## config.mk

```make
export PLATFORM = sky130hd
export DESIGN_NAME = freq_range_autoscale
export DESIGN_NICKNAME = d
export VERILOG_FILES = /design/src/rtl/freq_range_autoscale.sv
export SDC_FILE = /design/constraint.sdc
export NUM_CORES = 1
export LEC_CHECK = 0
export BUFFER_PORTS_ARGS = -buffer_cell sky130_fd_sc_hd__buf_2
export CAP_MARGIN = 20
export CORE_AREA = 2 2 69 71
export DETAILED_ROUTE_END_ITERATION = 8
export DIE_AREA = 0 0 71 73
export PLACE_DENSITY = 0.83
export SYNTH_ARGS = -nofsm -noshare
export SYNTH_HDL_FRONTEND = slang
export SYNTH_SLANG_ARGS = --single-unit
```

## constraint.sdc

```tcl
create_clock -name clk -period 6.77 [get_ports clk]
set_input_delay 1.354 -clock clk [delete_from_list [all_inputs] [get_ports clk]]
set_output_delay 1.354 -clock clk [all_outputs]
set_load 0.03 [all_outputs]
```

## src/rtl/freq_range_autoscale.sv

```systemverilog
// Two-range frequency front end: pass-through or divide-by-DIV_HIGH output, with
// forced or count-driven automatic range selection and a per-window edge count.
module freq_range_autoscale #(
    parameter int DIV_HIGH    = 10,
    parameter int GATE_CYCLES = 1000,
    parameter int CNT_W       = 16,
    parameter int TH_UP       = 400,
    parameter int TH_DOWN     = 30
) (
    input  logic             clk,
    input  logic             rst,
    input  logic             sigIn,
    input  logic [1:0]       modeControl,
    output logic             sigOut,
    output logic             rangeHigh,
    output logic [CNT_W-1:0] edgeCount,
    output logic             countValid,
    output logic             overflow
);

    localparam int HALF   = DIV_HIGH / 2;
    localparam int HALF_W = (HALF > 1) ? $clog2(HALF) : 1;
    localparam int GATE_W = $clog2(GATE_CYCLES);
    localparam logic [HALF_W-1:0] HALF_LAST = HALF_W'(HALF - 1);
    localparam logic [GATE_W-1:0] GATE_LAST = GATE_W'(GATE_CYCLES - 1);
    localparam logic [CNT_W-1:0]  CNT_MAX   = {CNT_W{1'b1}};
    localparam logic [31:0]       TH_UP_C   = 32'(TH_UP);
    localparam logic [31:0]       TH_DOWN_C = 32'(TH_DOWN);

    // Saturating increment; MSB of the result flags an increment attempted at full scale.
    function automatic logic [CNT_W:0] sat_inc(input logic [CNT_W-1:0] value, input logic inc);
        if (inc && (value == CNT_MAX)) begin
            sat_inc = {1'b1, CNT_MAX};
        end else if (inc) begin
            sat_inc = {1'b0, value + CNT_W'(1'b1)};
        end else begin
            sat_inc = {1'b0, value};
        end
    endfunction

    logic              sync1_r, sync2_r, sync3_r;
    logic              rise_pulse_s;
    logic [GATE_W-1:0] gate_cnt_r;
    logic              window_close_s;
    logic [CNT_W-1:0]  edge_acc_r;
    logic              ovf_acc_r;
    logic [CNT_W:0]    acc_inc_s;
    logic [CNT_W-1:0]  acc_next_s;
    logic              ovf_next_s;
    logic              range_next_s;
    logic              range_change_s;
    logic [HALF_W-1:0] half_cnt_r, half_next_s;
    logic              toggle_r, toggle_next_s;
    logic              sig_out_r, range_high_r, count_valid_r, overflow_r;
    logic [CNT_W-1:0]  edge_count_r;

    assign rise_pulse_s   = sync2_r & ~sync3_r;
    assign window_close_s = (gate_cnt_r == GATE_LAST);
    assign acc_inc_s      = sat_inc(edge_acc_r, rise_pulse_s);
    assign acc_next_s     = acc_inc_s[CNT_W-1:0];
    assign ovf_next_s     = ovf_acc_r | acc_inc_s[CNT_W];
    assign range_change_s = range_next_s ^ range_high_r;

    assign sigOut     = sig_out_r;
    assign rangeHigh  = range_high_r;
    assign edgeCount  = edge_count_r;
    assign countValid = count_valid_r;
    assign overflow   = overflow_r;

    // Three-flop synchroniser for the asynchronous input.
    always_ff @(posedge clk or posedge rst) begin
        if (rst) begin
            sync1_r <= 1'b0;
            sync2_r <= 1'b0;
            sync3_r <= 1'b0;
        end else begin
            sync1_r <= sigIn;
            sync2_r <= sync1_r;
            sync3_r <= sync2_r;
        end
    end

    // Range decision; auto mode only moves at window close, using the closing count.
    always_comb begin
        range_next_s = range_high_r;
        case (modeControl)
            2'b00:   range_next_s = 1'b0;
            2'b01:   range_next_s = 1'b1;
            default: begin
                if (window_close_s && (32'(acc_next_s) > TH_UP_C)) begin
                    range_next_s = 1'b1;
                end else if (window_close_s && (32'(acc_next_s) < TH_DOWN_C)) begin
                    range_next_s = 1'b0;
                end else begin
                    range_next_s = range_high_r;
                end
            end
        endcase
    end

    // Divider: toggle every DIV_HIGH/2 synced rises; any range change restarts it low.
    always_comb begin
        half_next_s   = half_cnt_r;
        toggle_next_s = toggle_r;
        if (range_change_s) begin
            half_next_s   = {HALF_W{1'b0}};
            toggle_next_s = 1'b0;
        end else if (range_high_r && rise_pulse_s) begin
            if (half_cnt_r == HALF_LAST) begin
                half_next_s   = {HALF_W{1'b0}};
                toggle_next_s = ~toggle_r;
            end else begin
                half_next_s   = half_cnt_r + HALF_W'(1'b1);
                toggle_next_s = toggle_r;
            end
        end else begin
            half_next_s   = half_cnt_r;
            toggle_next_s = toggle_r;
        end
    end

    // Range, divider state and the output mux register.
    always_ff @(posedge clk or posedge rst) begin
        if (rst) begin
            range_high_r <= 1'b0;
            half_cnt_r   <= {HALF_W{1'b0}};
            toggle_r     <= 1'b0;
            sig_out_r    <= 1'b0;
        end else begin
            range_high_r <= range_next_s;
            half_cnt_r   <= half_next_s;
            toggle_r     <= toggle_next_s;
            sig_out_r    <= range_next_s ? toggle_next_s : sync2_r;
        end
    end

    // Gate window, edge accumulation and the published per-window result.
    always_ff @(posedge clk or posedge rst) begin
        if (rst) begin
            gate_cnt_r    <= {GATE_W{1'b0}};
            edge_acc_r    <= {CNT_W{1'b0}};
            ovf_acc_r     <= 1'b0;
            edge_count_r  <= {CNT_W{1'b0}};
            overflow_r    <= 1'b0;
            count_valid_r <= 1'b0;
        end else if (window_close_s) begin
            gate_cnt_r    <= {GATE_W{1'b0}};
            edge_acc_r    <= {CNT_W{1'b0}};
            ovf_acc_r     <= 1'b0;
            edge_count_r  <= acc_next_s;
            overflow_r    <= ovf_next_s;
            count_valid_r <= 1'b1;
        end else begin
            gate_cnt_r    <= gate_cnt_r + GATE_W'(1'b1);
            edge_acc_r    <= acc_next_s;
            ovf_acc_r     <= ovf_next_s;
            count_valid_r <= 1'b0;
        end
    end

endmodule

```

* Word level (Yosys, flattened, before mapping)
Index checks and enable logic that the tools add are counted.
Word-level totals: output and inout port bits 20, logic and storage cells 49, bits in registers 54
Cells by class: reduce and logical (&&, ||, !) cells 6, $add $sub $neg 3, equality and inequality tests 4, order comparisons 2, bitwise gates (word level) 5, mux-type cells 16
Operators with widths (count):
- $mux W16 | 2
- $mux W17 | 1
- $add A16 B1 Y16 const B | 1
- $eq A16 B16 Y1 const B | 1
- $gt A16 B9 Y1 const B | 1
- $lt A16 B5 Y1 const B | 1
- $add A10 B1 Y10 const B | 1
- $eq A10 B10 Y1 const B | 1
- $mux W10 | 1
- $mux W3 | 3
- $mux W1 | 8
- $logic_and A1 B1 Y1 | 4
- $add A3 B1 Y3 const B | 1
- $eq A3 B3 Y1 const B | 1
- $eq A2 B1 Y1 const B | 1
- $logic_not A2 Y1 | 1
- $not A1 Y1 | 2
- $pmux W1 S2 | 1
- $reduce_bool A2 Y1 | 1
- $and A1 B1 Y1 | 1
- $or A1 B1 Y1 | 1
- $xor A1 B1 Y1 | 1

* Depth between registers and ports, before layout
Gate-level depths: netlist of run 1.
depth after elaboration 12, mapped depth 10, gate-level depth less buffers 9

* Least setup slack after synthesis of run 1
Ideal clock, no wire load.
path type register to register, start point register edge_acc_r[0], end point register half_cnt_r[1], library setup time 0.087 ns, path slack 4.349 ns, stages on the path, launching flop included 10, arrival 2.335 ns, path through dfrtp_1 -> ha_1 -> nand3b_4 -> or2_4 -> or3_1 -> buf_2 -> a211o_1 -> a31oi_4 -> nor2_2 -> o211ai_1
On the way: longest elaborated chain between the ends 10, elaborated cells on any way between the ends 15, classes of those cells add/sub (1); order compare (2); eq/ne (1); mux (6); bitwise (1); reduce/logical (4)
Ends and longest elaborated chain:
- start: declaration | line 45 | logic [CNT_W-1:0] edge_acc_r;
- start signal: assignment | line 141 | edge_acc_r <= {CNT_W{1'b0}};
- start signal: assignment | line 148 | edge_acc_r <= {CNT_W{1'b0}};
- start signal: assignment | line 155 | edge_acc_r <= acc_next_s;
- $add A16 B1 Y16 / $eq A16 B16 Y1 (equally long branches) | line 35, 32
- $mux W16 / $logic_and A1 B1 Y1 (equally long branches) | line 34, 32
- $mux W17 * | line 32 | if (inc && (value == CNT_MAX)) begin
- $lt A16 B5 Y1 | line 92 | end else if (window_close_s && (32'(acc_next_s) < TH_DOWN_C)) begin
- $logic_and A1 B1 Y1 | line 92
- $mux W1 | line 92
- $mux W1 * | line 90 | if (window_close_s && (32'(acc_next_s) > TH_UP_C)) begin
- $pmux W1 S2 * | line 86 | case (modeControl)
- $xor A1 B1 Y1 * | line 62 | assign range_change_s = range_next_s ^ range_high_r;
- $mux W3 / $reduce_bool A2 Y1 (equally long branches)
- end signal: assignment | line 126 | half_cnt_r <= {HALF_W{1'b0}};
- end signal: assignment | line 131 | half_cnt_r <= half_next_s;
- end: declaration | line 52 | logic [HALF_W-1:0] half_cnt_r, half_next_s;
Mark *: on every way between the ends. The rest lies on a longest branch, timed or not. A chain may end at the register's enable or synchronous reset.

* Final worst setup path of run 1
start point register gate_cnt_r[0], end point register half_cnt_r[2]
On the way: longest elaborated chain between the ends 7, elaborated cells on any way between the ends 9, classes of those cells eq/ne (1); mux (4); bitwise (1); reduce/logical (3)
Ends and longest elaborated chain:
- start: declaration | line 43 | logic [GATE_W-1:0] gate_cnt_r;
- start signal: assignment | line 140 | gate_cnt_r <= {GATE_W{1'b0}};
- start signal: assignment | line 147 | gate_cnt_r <= {GATE_W{1'b0}};
- start signal: assignment | line 154 | gate_cnt_r <= gate_cnt_r + GATE_W'(1'b1);
- $eq A10 B10 Y1 * | line 58 | assign window_close_s = (gate_cnt_r == GATE_LAST);
- $logic_and A1 B1 Y1 | line 92
- $mux W1 | line 92
- $mux W1 * | line 90
- $pmux W1 S2 * | line 86
- $xor A1 B1 Y1 * | line 62
- $mux W3 / $reduce_bool A2 Y1 (equally long branches)
Marks and branches as above.

==> results of run 1 <==
-- cell usage after synthesis (all sizes together) (4+ instances only) --
| master | n |
|---|---|
| mux2i | 7 |
| inv | 8 |
| nor3b | 4 |
| o21ai | 25 |
| a31oi | 4 |
| nand2 | 32 |
| ha | 4 |
| nor2 | 40 |
| clkbuf | 7 |
| buf | 7 |
| nand3 | 12 |
| nor4 | 5 |
| xnor2 | 7 |
| nand4 | 6 |
| nand2b | 5 |
| and3 | 6 |
| xor2 | 13 |
| nor3 | 8 |
| dfrtp | 54 |
-- power by group --
part	total (mW)	switching, mW	internal [mW]	leakage [nW]
sequential	0.379	0.0390	0.340	0.721
combinational	0.112	0.0651	0.0471	0.684
clock	0.168	0.0972	0.0711	0.0373
total	0.659	0.201	0.458	1.44
-- worst reg2reg max path, cell delays in order, from the launching register on --
cell and delay, ns:
dfrtp_1 0.39, ha_1 0.22, nand4b_1 0.11, nor3b_1 0.32, nand4_1 0.36, buf_8 0.28
inv_1 0.64, o311a_1 0.30, a41oi_1 0.20, nor2_2 0.35, mux2i_1 0.23
-- layout by cell type, fill, tap and decap left out, types with 2 or more instances in the layout --
cell type / Yosys / layout
a31oi_1: 3 / 3
nand4_1: 5 / 5
dfrtp_1: 54 / 54
o21ai_0: 25 / 25
xor2_1: 13 / 13
ha_1: 4 / 4
and2_1: 2 / 2
nor3_1: 8 / 8
nand3b_1: 2 / 2
nor2_2: 2 / 2
nand4b_1: 2 / 2
nor4_1: 3 / 3
nor3b_1: 4 / 4
nand2b_1: 5 / 5
buf_2: 4 / 24
mux2i_1: 7 / 7
and3_1: 6 / 6
nand3_1: 12 / 12
nand2_1: 31 / 31
xnor2_1: 7 / 7
inv_1: 8 / 7
o211ai_1: 3 / 3
a41oi_1: 3 / 3
o2111ai_1: 2 / 2
nor2_1: 38 / 38
clkbuf_8: 0 / 5
a21oi_1: 2 / 2
-- kinds of logic (layout without fill, tap and decap cells) --
family	after synthesis	in the layout	share of synthesized area, %
fa+ha+maj	4	4	1.828
mux	7	7	2.560
xor+xnor	20	20	6.399
simple gates	131	131	25.37
flops	54	54	49.36
buf+inv	22	42	3.337
compound gates	46	46	11.15
-- stage by stage --
stage               utilization [%]  worst slack [ns]  cells  instance area (µm²)
floorplan                         -             4.101    284                 2738
global placement              63.31             2.782    349                 2872
detailed placement            63.31             2.613    349                 2872
CTS                           65.08             2.593    356                 2952
global route                  65.85             2.876    358                 2987
finish                        65.85             3.292    358                 2987
-- path summary, 6_finish.rpt --
check	from	to	slack, ns
setup / recovery	gate_cnt_r[0]	half_cnt_r[2]	3.29
hold / removal	sync1_r	sync2_r	0.36
setup reg to reg	gate_cnt_r[0]	half_cnt_r[2]	3.29
hold reg to reg	sync1_r	sync2_r	0.36
max in group asynchronous	rst	edgeCount[8]	5.35
min in group asynchronous	rst	sync1_r	0.94
-- layer usage --
layer,vias to the layer above,wire length (µm)
met5,-,0
met4,0,121
met3,11,175
met2,40,2458
met1,968,2343
li1,1024,-
-- area by class of cell --
class	count	area, µm²
multi-input combinational	208	1295
timing repair buffer	27	162.7
tap	54	67.56
fill	356	1549
clock buffer	6	72.57
clock inverter	1	7.507
sequential	54	1351
inverter	8	30.03
-- state kept, by name (all words and copies together), names as in the netlist, 3 cells and up --
signal,cells
half_cnt_r,3
edge_acc_r,16
edgeCount,16
gate_cnt_r,10
==> flow_metrics.py, run 1 <==
metrics = {
    "clock_tree": {
        "cts.repair.resized": 0,
        "hold_buffers": 0,
        "cts-htree-levels": 2,
        "post_cts_buffers": 0,
        "tritoncts": "yes",
        "cts-root-buf": "clkbuf_8",
        "clk_transition_reported_paths_ns": 0.09,
        "clock_latency_ns": 0.31,
        "clkSinkCount": 54,
        "clock_path_buffers": 2,
        "cts_made_buffers": 5,
    },
    "power": {
        "leakage_nw": 1.443,
        "p_per_area_mw_per_mm2": 220.7,
        "peakVddDrop_uv": 195.2,
        "finalPower_mw": 0.6592,
    },
    "critical_path": {
        "crit_path_max_incr_delay_ns": 0.64,
        "crit_family": "simple AND/OR/NAND/NOR gates",
        "endpoint_kind": "register",
        "path_class": "register to register",
        "cp_cell_sequence": "ha_1 -> nand4b_1 -> nor3b_1 -> nand4_1 -> buf_8 -> inv_1 -> o311a_1 -> a41oi_1 -> nor2_2 -> mux2i_1",
        "crit_path_start_kind": "register",
        "reg2reg_depth": 10,
        "worstPathMaxFanout": 29,
        "path_buf_inv": 2,
        "worstPathRequired_ns": 7.00,
        "path_depth": 10,
        "worstPathArrival_ns": 3.71,
        "cp_slowest_cell": "inv_1",
    },
    "sta": {
        "maxSlewHeadroom_pct": 42.34,
        "finalSetupViolCount": 0,
        "worst_slew_pin_slew_ns": 0.8640,
        "clock_skew_ns": 0.01042,
        "rsz0062_at_grt": "no",
        "whs_ns": 0.3596,
        "period_needed_ns": 3.478,
        "final_hold_viol_count": 0,
        "maxSlewViolCount": 0,
        "fin_crit_sh_pct": 51.37,
        "max_freq_mhz": 287.5,
        "finalSetupTns_ns": 0,
    },
    "job": {
        "max-cap-violations": 0,
    },
    "grt": {
        "overflow": 0,
        "antenna_found_initial": 0,
        "grt_pass1_wl_um": 8942,
        "use_met1_pct": 28.65,
        "grt_use_met2_pct": 36.76,
        "met3_usage_pct": 4.144,
        "grt.busiest_layer": "met2",
        "grt_usage_pct": 21.90,
        "grt_max_degree": 55,
        "grt_pass1_vias": 1961,
    },
    "synthesis": {
        "synth_edf_count": 0,
        "synth.cell_area_mm2": 0.002738,
        "ys.flop_type": "dfrtp_1",
        "syn-mean-instance-area_um2": 9.640,
        "ys_seq_area_share_pct": 49.36,
        "synth_seq_cells": 54,
        "ys_types": 48,
        "synth_top_area_cell": "dfrtp_1",
        "synthArstFlopShare_pct": 100.0,
        "yosysWarningCount": 0,
        "synth_top_area_share_pct": 49.36,
        "synth_nets": 293,
        "postSynthCellCount": 284,
        "yosys-top-cells-area": "dfrtp_1 (49%), nor2_1 (5.2%), o21ai_0 (4.6%), nand2_1 (4.3%), xor2_1 (4.2%)",
    },
    "final_layout": {
        "drive_gt1_share_pct": 14.47,
        "layout.nets": 313,
        "insertedDiodeCount": 0,
        "area_growth_pct": 9.095,
    },
    "floorplan": {
        "num_io_pins": 25,
        "initial_core_util_pct": 60.36,
        "core_area_mm2": 0.004536,
        "num_rows": 25,
        "die_h_um": 73,
        "die_w_um": 71,
        "dieArea_mm2": 0.005183,
    },
    "min_path": {
        "hold-path-cell-count": 0,
        "hp-class": "register to register",
    },
    "route": {
        "vias": 2043,
        "drtIter0Drc": 133,
        "dr.pass1.iters": 4,
        "wl_um": 5097,
        "final_antenna_net_count": 0,
        "drc": 0,
        "wl_per_cell_um": 14.24,
        "vias_per_cell": 5.707,
    },
    "placement": {
        "place.gp.congestion": 0.8295,
        "hpwl_um": 3552,
        "port_buffers": 24,
    },
    "outcome": {
        "outcome": "completed",
    },
}
(Power assumes the default switching activity.)
==> inputs of run 2 (changes only) <==
--- a/config.mk
+++ b/config.mk
@@ -5,12 +5,13 @@
 export SDC_FILE = /design/constraint.sdc
 export NUM_CORES = 1
 export LEC_CHECK = 0
+export ABC_AREA = 1
 export BUFFER_PORTS_ARGS = -buffer_cell sky130_fd_sc_hd__buf_2
 export CAP_MARGIN = 20
-export CORE_AREA = 2 2 69 71
+export CORE_AREA = 2 2 76 78
 export DETAILED_ROUTE_END_ITERATION = 8
-export DIE_AREA = 0 0 71 73
-export PLACE_DENSITY = 0.83
+export DIE_AREA = 0 0 78 80
+export PLACE_DENSITY = 0.73
 export SYNTH_ARGS = -nofsm -noshare
 export SYNTH_HDL_FRONTEND = slang
 export SYNTH_SLANG_ARGS = --single-unit
==> constraint.sdc (replaced) <==
create_clock -name clk -period 2.89 [get_ports clk]
set_input_delay 0.578 -clock clk [delete_from_list [all_inputs] [get_ports clk]]
set_output_delay 0.578 -clock clk [all_outputs]
set_load 0.03 [all_outputs]
==> run 2 against run 1 <==
Final cell count up 29%. Setup slack worse by 2.8 ns. Synthesized cell count up 26%. Global-route usage down 0.47 points. Critical path depth up 7. First-iteration DRC count down 5.3%. Register-to-register slack worse by 2.8 ns. Sequential power up 120%. Highest routed layer unchanged.
==> flow_metrics.py, run 2 <==
metrics = {
    "power": {
        "power_frac_seq_pct": 56.0,
        "peakVddDrop_uv": 343.6,
        "netSwitchingFraction_pct": 29.41,
        "p_switching_mw": 0.4450,
        "finalPower_mw": 1.513,
        "leakage_nw": 1.708,
        "p_per_area_mw_per_mm2": 491.0,
        "comb_power_share_pct": 15.6,
        "p_int_mw": 1.068,
        "pwr-share-clk_pct": 28.5,
    },
    "route": {
        "dr.pass1.iters": 4,
        "wl_per_cell_um": 12.81,
        "wl_um": 5920,
        "drc": 0,
        "vias_per_cell": 4.948,
        "drtIter0Drc": 126,
        "final_antenna_net_count": 0,
        "vias": 2286,
    },
    "grt": {
        "antenna_found_initial": 0,
        "grt_pass1_vias": 2304,
        "grt_max_degree": 22,
        "overflow": 0,
        "grt_pass1_wl_um": 10470,
        "grt_usage_pct": 21.42,
    },
    "floorplan": {
        "initial_core_util_pct": 51.16,
        "num_rows": 27,
        "core_area_mm2": 0.005405,
        "num_io_pins": 25,
        "dieArea_mm2": 0.006240,
        "die_h_um": 80,
        "die_w_um": 78,
    },
    "synthesis": {
        "synth_nets": 367,
        "synth_top_area_cell": "dfrtp_1",
        "syn-mean-instance-area_um2": 7.724,
        "synth_edf_count": 0,
        "synth_top_area_share_pct": 48.87,
        "synth.cell_area_mm2": 0.002765,
        "synth_seq_cells": 54,
        "yosys-top-cells-area": "dfrtp_1 (49%), nand2_1 (15%), inv_1 (7.2%), nor2_1 (6.1%), o21ai_0 (3.4%)",
        "yosysWarningCount": 0,
        "ys.flop_type": "dfrtp_1",
        "ys_types": 29,
        "postSynthCellCount": 358,
        "synth_commonest_cells": "nand2_1 (108), dfrtp_1 (54), inv_1 (53)",
        "synthArstFlopShare_pct": 100.0,
        "ys_seq_area_share_pct": 48.87,
        "synth_most_common_cell": "nand2_1",
    },
    "final_layout": {
        "drive_gt1_share_pct": 14.87,
        "area_growth_pct": 11.45,
        "final_common_cell": "nand2_1",
        "layout.nets": 398,
        "n_fill_cell": 511,
        "mostFrequentLayoutCells": "nand2_1 (108), dfrtp_1 (54), inv_1 (52)",
        "insertedDiodeCount": 0,
    },
    "sta": {
        "final_hold_viol_count": 0,
        "period_needed_ns": 2.370,
        "clock_skew_ns": 0.009191,
        "maxSlewViolCount": 0,
        "worst_slew_pin_slew_ns": 0.4742,
        "fin_crit_sh_pct": 82.00,
        "max_freq_mhz": 422.0,
        "rsz0062_at_grt": "no",
        "finalSetupTns_ns": 0,
        "finalSetupViolCount": 0,
        "maxSlewHeadroom_pct": 68.36,
    },
    "critical_path": {
        "path_class": "register to register",
        "cp_common_cell": "nand2_1",
        "crit_path_max_incr_delay_ns": 0.43,
        "endpoint_kind": "register",
        "worstPathRequired_ns": 3.13,
        "cp_slowest_cell": "dfrtp_1",
        "worstPathArrival_ns": 2.61,
        "worstPathMaxFanout": 10,
        "crit_path_start_kind": "register",
        "cp_cell_sequence": "ha_1 -> nand2_1 -> nor2_1 -> nand2_2 -> nor2_4 -> nand2_4 -> nand2_1 -> inv_1 -> nand4_1 -> nand2_1 -> nand2_1 -> nand2_1 -> nand3_2 -> nand2_2 -> nor2_1 -> nand3_1 -> nand2_1",
    },
    "clock_tree": {
        "cts-root-buf": "clkbuf_8",
        "clk_transition_reported_paths_ns": 0.09,
        "cts.repair.resized": 0,
        "cts_made_buffers": 5,
        "post_cts_buffers": 0,
        "clkSinkCount": 54,
        "hold_buffers": 0,
        "tritoncts": "yes",
        "cts-htree-levels": 2,
        "clock_path_buffers": 2,
        "clock_latency_ns": 0.31,
    },
    "placement": {
        "port_buffers": 24,
        "hpwl_um": 4475,
        "place.gp.congestion": 0.9148,
    },
    "job": {
        "max-cap-violations": 0,
    },
    "min_path": {
        "hp-class": "primary input to async pin",
    },
    "outcome": {
        "outcome": "completed",
    },
}
run 2: power by group through the flow:
stage / logic, mW / clock network (mW) / registers (mW)
5_1_grt: 0.283 / 0.467 / 0.854
3_3_place_gp: 0.229 / 0 / 0.859
2_1_floorplan: 0.182 / 0 / 0.852
3_5_place_dp: 0.233 / 0 / 0.860
4_1_cts: 0.236 / 0.443 / 0.845
6_report: 0.236 / 0.431 / 0.847
run 2: logic make-up (layout without fill, tap and decap cells):
kind of cell    Yosys count  after routing  synth area share (%)
simple gates            207            207                 33.67
buf+inv                  58             90                 7.873
xor+xnor                  4              4                 1.267
compound gates           31             31                 6.516
flops                    54             54                 48.87
fa+ha+maj                 4              4                 1.810
run 2: worst paths after layout:
kind,startpoint,to,slack [ns],depth (start not counted)
max,edge_acc_r[0],half_cnt_r[0],0.52,17
min,rst,edgeCount[6],0.22,2
max reg2reg,edge_acc_r[0],half_cnt_r[0],0.52,17
min reg2reg,sync1_r,sync2_r,0.37,0
max in group asynchronous,rst,sync2_r,2.05,3
min in group clk,sync1_r,sync2_r,0.37,0
run 2: per-layer routing:
metal / vias up / global-route usage, % / part of all wire [%]
met5: - / 0 / 0
met4: 0 / 8.070 / 2.0
met3: 11 / 3.959 / 3.0
met2: 30 / 33.97 / 46
met1: 1067 / 29.42 / 49
li1: 1178 / - / -
run 2: metrics by stage:
stage,std cells,setup slack [ns],cell area (µm²),hold slack [ns],utilization [%]
floorplan,358,0.8690,2765,0.3312,-
global placement,454,0.5763,2990,0.3325,55.32
detailed placement,454,0.5522,2990,0.3550,55.32
CTS,462,0.5383,3082,0.2338,57.01
global route,462,0.2623,3082,0.2611,57.01
finish,462,0.5203,3082,0.2219,57.01
run 2: area by class of cell:
| class | instances | area (µm²) | share of cell area (%) |
|---|---|---|---|
| multi-input cells | 246 | 1196 | 38.81 |
| flip-flops and latches | 54 | 1351 | 43.85 |
| clock buffers | 7 | 86.33 | 2.801 |
| inverters | 54 | 202.7 | 6.577 |
| repair buffers | 28 | 150.1 | 4.872 |
| well taps | 72 | 90.09 | 2.923 |
| clock inverters | 1 | 5.005 | 0.1624 |
run 2: critical path, delay by kind of cell (launching register included):
family	cells	cell delay, ns
adder cells (fa/ha/maj)	1	0.24
AND/OR/NAND/NOR	15	1.55
buffers and inverters	1	0.08
flip-flops	1	0.43
==> inputs of run 3 (changes only) <==
--- a/config.mk
+++ b/config.mk
@@ -8,10 +8,10 @@
 export ABC_AREA = 1
 export BUFFER_PORTS_ARGS = -buffer_cell sky130_fd_sc_hd__buf_2
 export CAP_MARGIN = 20
-export CORE_AREA = 2 2 76 78
+export CORE_AREA = 2 2 72 74
 export DETAILED_ROUTE_END_ITERATION = 8
-export DIE_AREA = 0 0 78 80
-export PLACE_DENSITY = 0.73
+export DIE_AREA = 0 0 74 76
+export PLACE_DENSITY = 0.77
 export SYNTH_ARGS = -nofsm -noshare
 export SYNTH_HDL_FRONTEND = slang
 export SYNTH_SLANG_ARGS = --single-unit
==> constraint.sdc (replaced) <==
create_clock -name clk -period 2.4 [get_ports clk]
set_input_delay 0.48 -clock clk [delete_from_list [all_inputs] [get_ports clk]]
set_output_delay 0.48 -clock clk [all_outputs]
set_load 0.03 [all_outputs]
==> run 3 against run 2 <==
Clock power up 12%. Core utilization up 6.5 points. Flip-flop and latch count stayed put. Worst hold slack lost 0.096 ns. Total power up 20%. First-iteration DRC count up 40%. Highest routed layer unchanged. Non-clock buffer count is 2 higher. Routed wire length shrank 0.14%. Die area decreased by 9.9%. Design area rose by 1.2%.
==> flow_metrics.py, run 3 (synthesis results as in run 2) <==
metrics = {
    "outcome": {
        "outcome": "completed",
    },
    "sta": {
        "finalSetupViolCount": 0,
        "clock_skew_ns": 0.008472,
        "max_freq_mhz": 453.9,
        "worst_slew_pin_slew_ns": 0.4757,
        "finalSetupTns_ns": 0,
        "period_needed_ns": 2.203,
        "whs_ns": 0.1259,
        "maxSlewHeadroom_pct": 68.25,
        "maxSlewViolCount": 0,
        "rsz0062_at_grt": "no",
        "setup_slack_ns": 0.1971,
        "fin_crit_sh_pct": 91.79,
        "final_hold_viol_count": 0,
    },
    "final_layout": {
        "area_growth_pct": 12.76,
        "instances_no_fill": 461,
        "layout.nets": 400,
        "insertedDiodeCount": 0,
        "final_common_cell": "nand2_1",
        "mostFrequentLayoutCells": "nand2_1 (108), inv_1 (52), dfrtp_1 (52)",
        "drive_gt1_share_pct": 16.88,
    },
    "floorplan": {
        "die_h_um": 76,
        "initial_core_util_pct": 56.29,
        "num_io_pins": 25,
        "die_w_um": 74,
        "dieArea_mm2": 0.005624,
        "num_rows": 26,
        "core_area_mm2": 0.004912,
    },
    "placement": {
        "pre_cts_slack_ns": 0.1356,
        "hpwl_um": 4399,
        "port_buffers": 24,
        "placed_cells": 453,
        "place.gp.congestion": 0.8225,
    },
    "clock_tree": {
        "cts_made_buffers": 5,
        "cts-root-buf": "clkbuf_8",
        "clk_transition_reported_paths_ns": 0.09,
        "clock_path_buffers": 2,
        "clkSinkCount": 54,
        "tritoncts": "yes",
        "cts-htree-levels": 2,
        "hold_buffers": 0,
        "clock_latency_ns": 0.30,
    },
    "grt": {
        "grt_max_degree": 23,
        "antenna_found_initial": 0,
        "grt_usage_pct": 23.49,
        "grt_pass1_wl_um": 10360,
        "overflow": 0,
        "grt_pass1_vias": 2232,
    },
    "critical_path": {
        "worstPathRequired_ns": 2.59,
        "crit_path_start_kind": "register",
        "cp_slowest_cell": "dfrtp_1",
        "cp_common_cell": "nand2_1",
        "endpoint_kind": "register",
        "worstPathMaxFanout": 5,
        "crit_path_max_incr_delay_ns": 0.39,
        "worstPathArrival_ns": 2.39,
        "cp_cell_sequence": "inv_1 -> nor2_2 -> nand3_2 -> nor2_4 -> nand2_1 -> nand2_1 -> nand3_1 -> nor2_1 -> nand3_1 -> nand2_1 -> nand3_2 -> nand2_4 -> nand2_2 -> nand4_1 -> nand2_1",
        "path_class": "register to register",
    },
    "route": {
        "top_layer": "met4",
        "final_antenna_net_count": 0,
        "vias_per_cell": 5.076,
        "drc": 0,
        "wl_per_cell_um": 12.82,
        "wl_um": 5912,
        "vias": 2340,
        "routed-wl-met2_um": 2794,
        "wl_met1_um": 2861,
        "dr.pass1.iters": 4,
        "met3_wirelength_um": 182,
        "drtIter0Drc": 176,
    },
    "power": {
        "p_per_area_mw_per_mm2": 582.4,
        "peakVddDrop_uv": 423.0,
        "leakage_nw": 1.705,
    },
    "job": {
        "max-cap-violations": 0,
    },
    "min_path": {
        "hp-class": "primary input to async pin",
    },
}
run 3: cell count changes in the layout (fill, tap and decap cells not counted), moves of 2 or more:
| cell | change |
|---|---|
| nor2_2 | +3 |
| nor2_1 | -4 |
| dfrtp_2 | +2 |
| buf_4 | +2 |
| dfrtp_1 | -2 |
run 3: worst paths after layout:
kind | cells after the start | start | slack, ns | end
worst min register to register | 0 | sync1_r | 0.36 | sync2_r
worst max register to register | 15 | sync2_r | 0.20 | half_cnt_r[0]
max in group asynchronous | 3 | rst | 1.65 | edge_acc_r[1]
worst min-delay path | 2 | rst | 0.13 | gate_cnt_r[0]
min in group clk | 1 | sigIn | 0.28 | sync1_r
worst max-delay path | 15 | sync2_r | 0.20 | half_cnt_r[0]
run 3: where the power goes:
group          total, mW  leakage (nW)  switching, mW  internal, mW
combinational      0.303         0.948          0.197         0.106
sequential          1.03         0.720         0.0699         0.962
clock              0.481        0.0373          0.280         0.201
total               1.82          1.70          0.547          1.27
run 3: per-stage QoR:
stage	cell area (µm²)	utilization (%)	total power, mW
finish	3118	63.47	1.816
global route	3118	63.47	1.929
CTS	3075	62.61	1.794
detailed placement	2995	60.98	1.320
global placement	2995	60.98	1.314
floorplan	2765	-	1.245
run 3: final cells by class:
class,count,area [µm²]
fillers,420,1794
flip-flops and latches,54,1354
multi-input cells,246,1229
inverters,54,202.7
repair buffers,30,165.2
well taps,70,87.58
clock buffers,6,72.57
clock inverters,1,7.507
run 3: critical path, delay by kind of cell (launching register included):
family        cells  cell delay (ns)
buf+inv           1             0.09
flops             1             0.39
simple gates     14             1.62
run 3: layer usage:
metal	vias up	global-route usage (%)
met2	37	35.00
met1	1109	35.59
met5	-	0
met3	8	3.968
met4	0	6.364
li1	1186	-
run 3: repair_timing:
item	CTS	global route
hold endpoints to repair	0	0
resized for setup	0	10
setup buffers	0	1
endpoints found under the setup margin	0	5
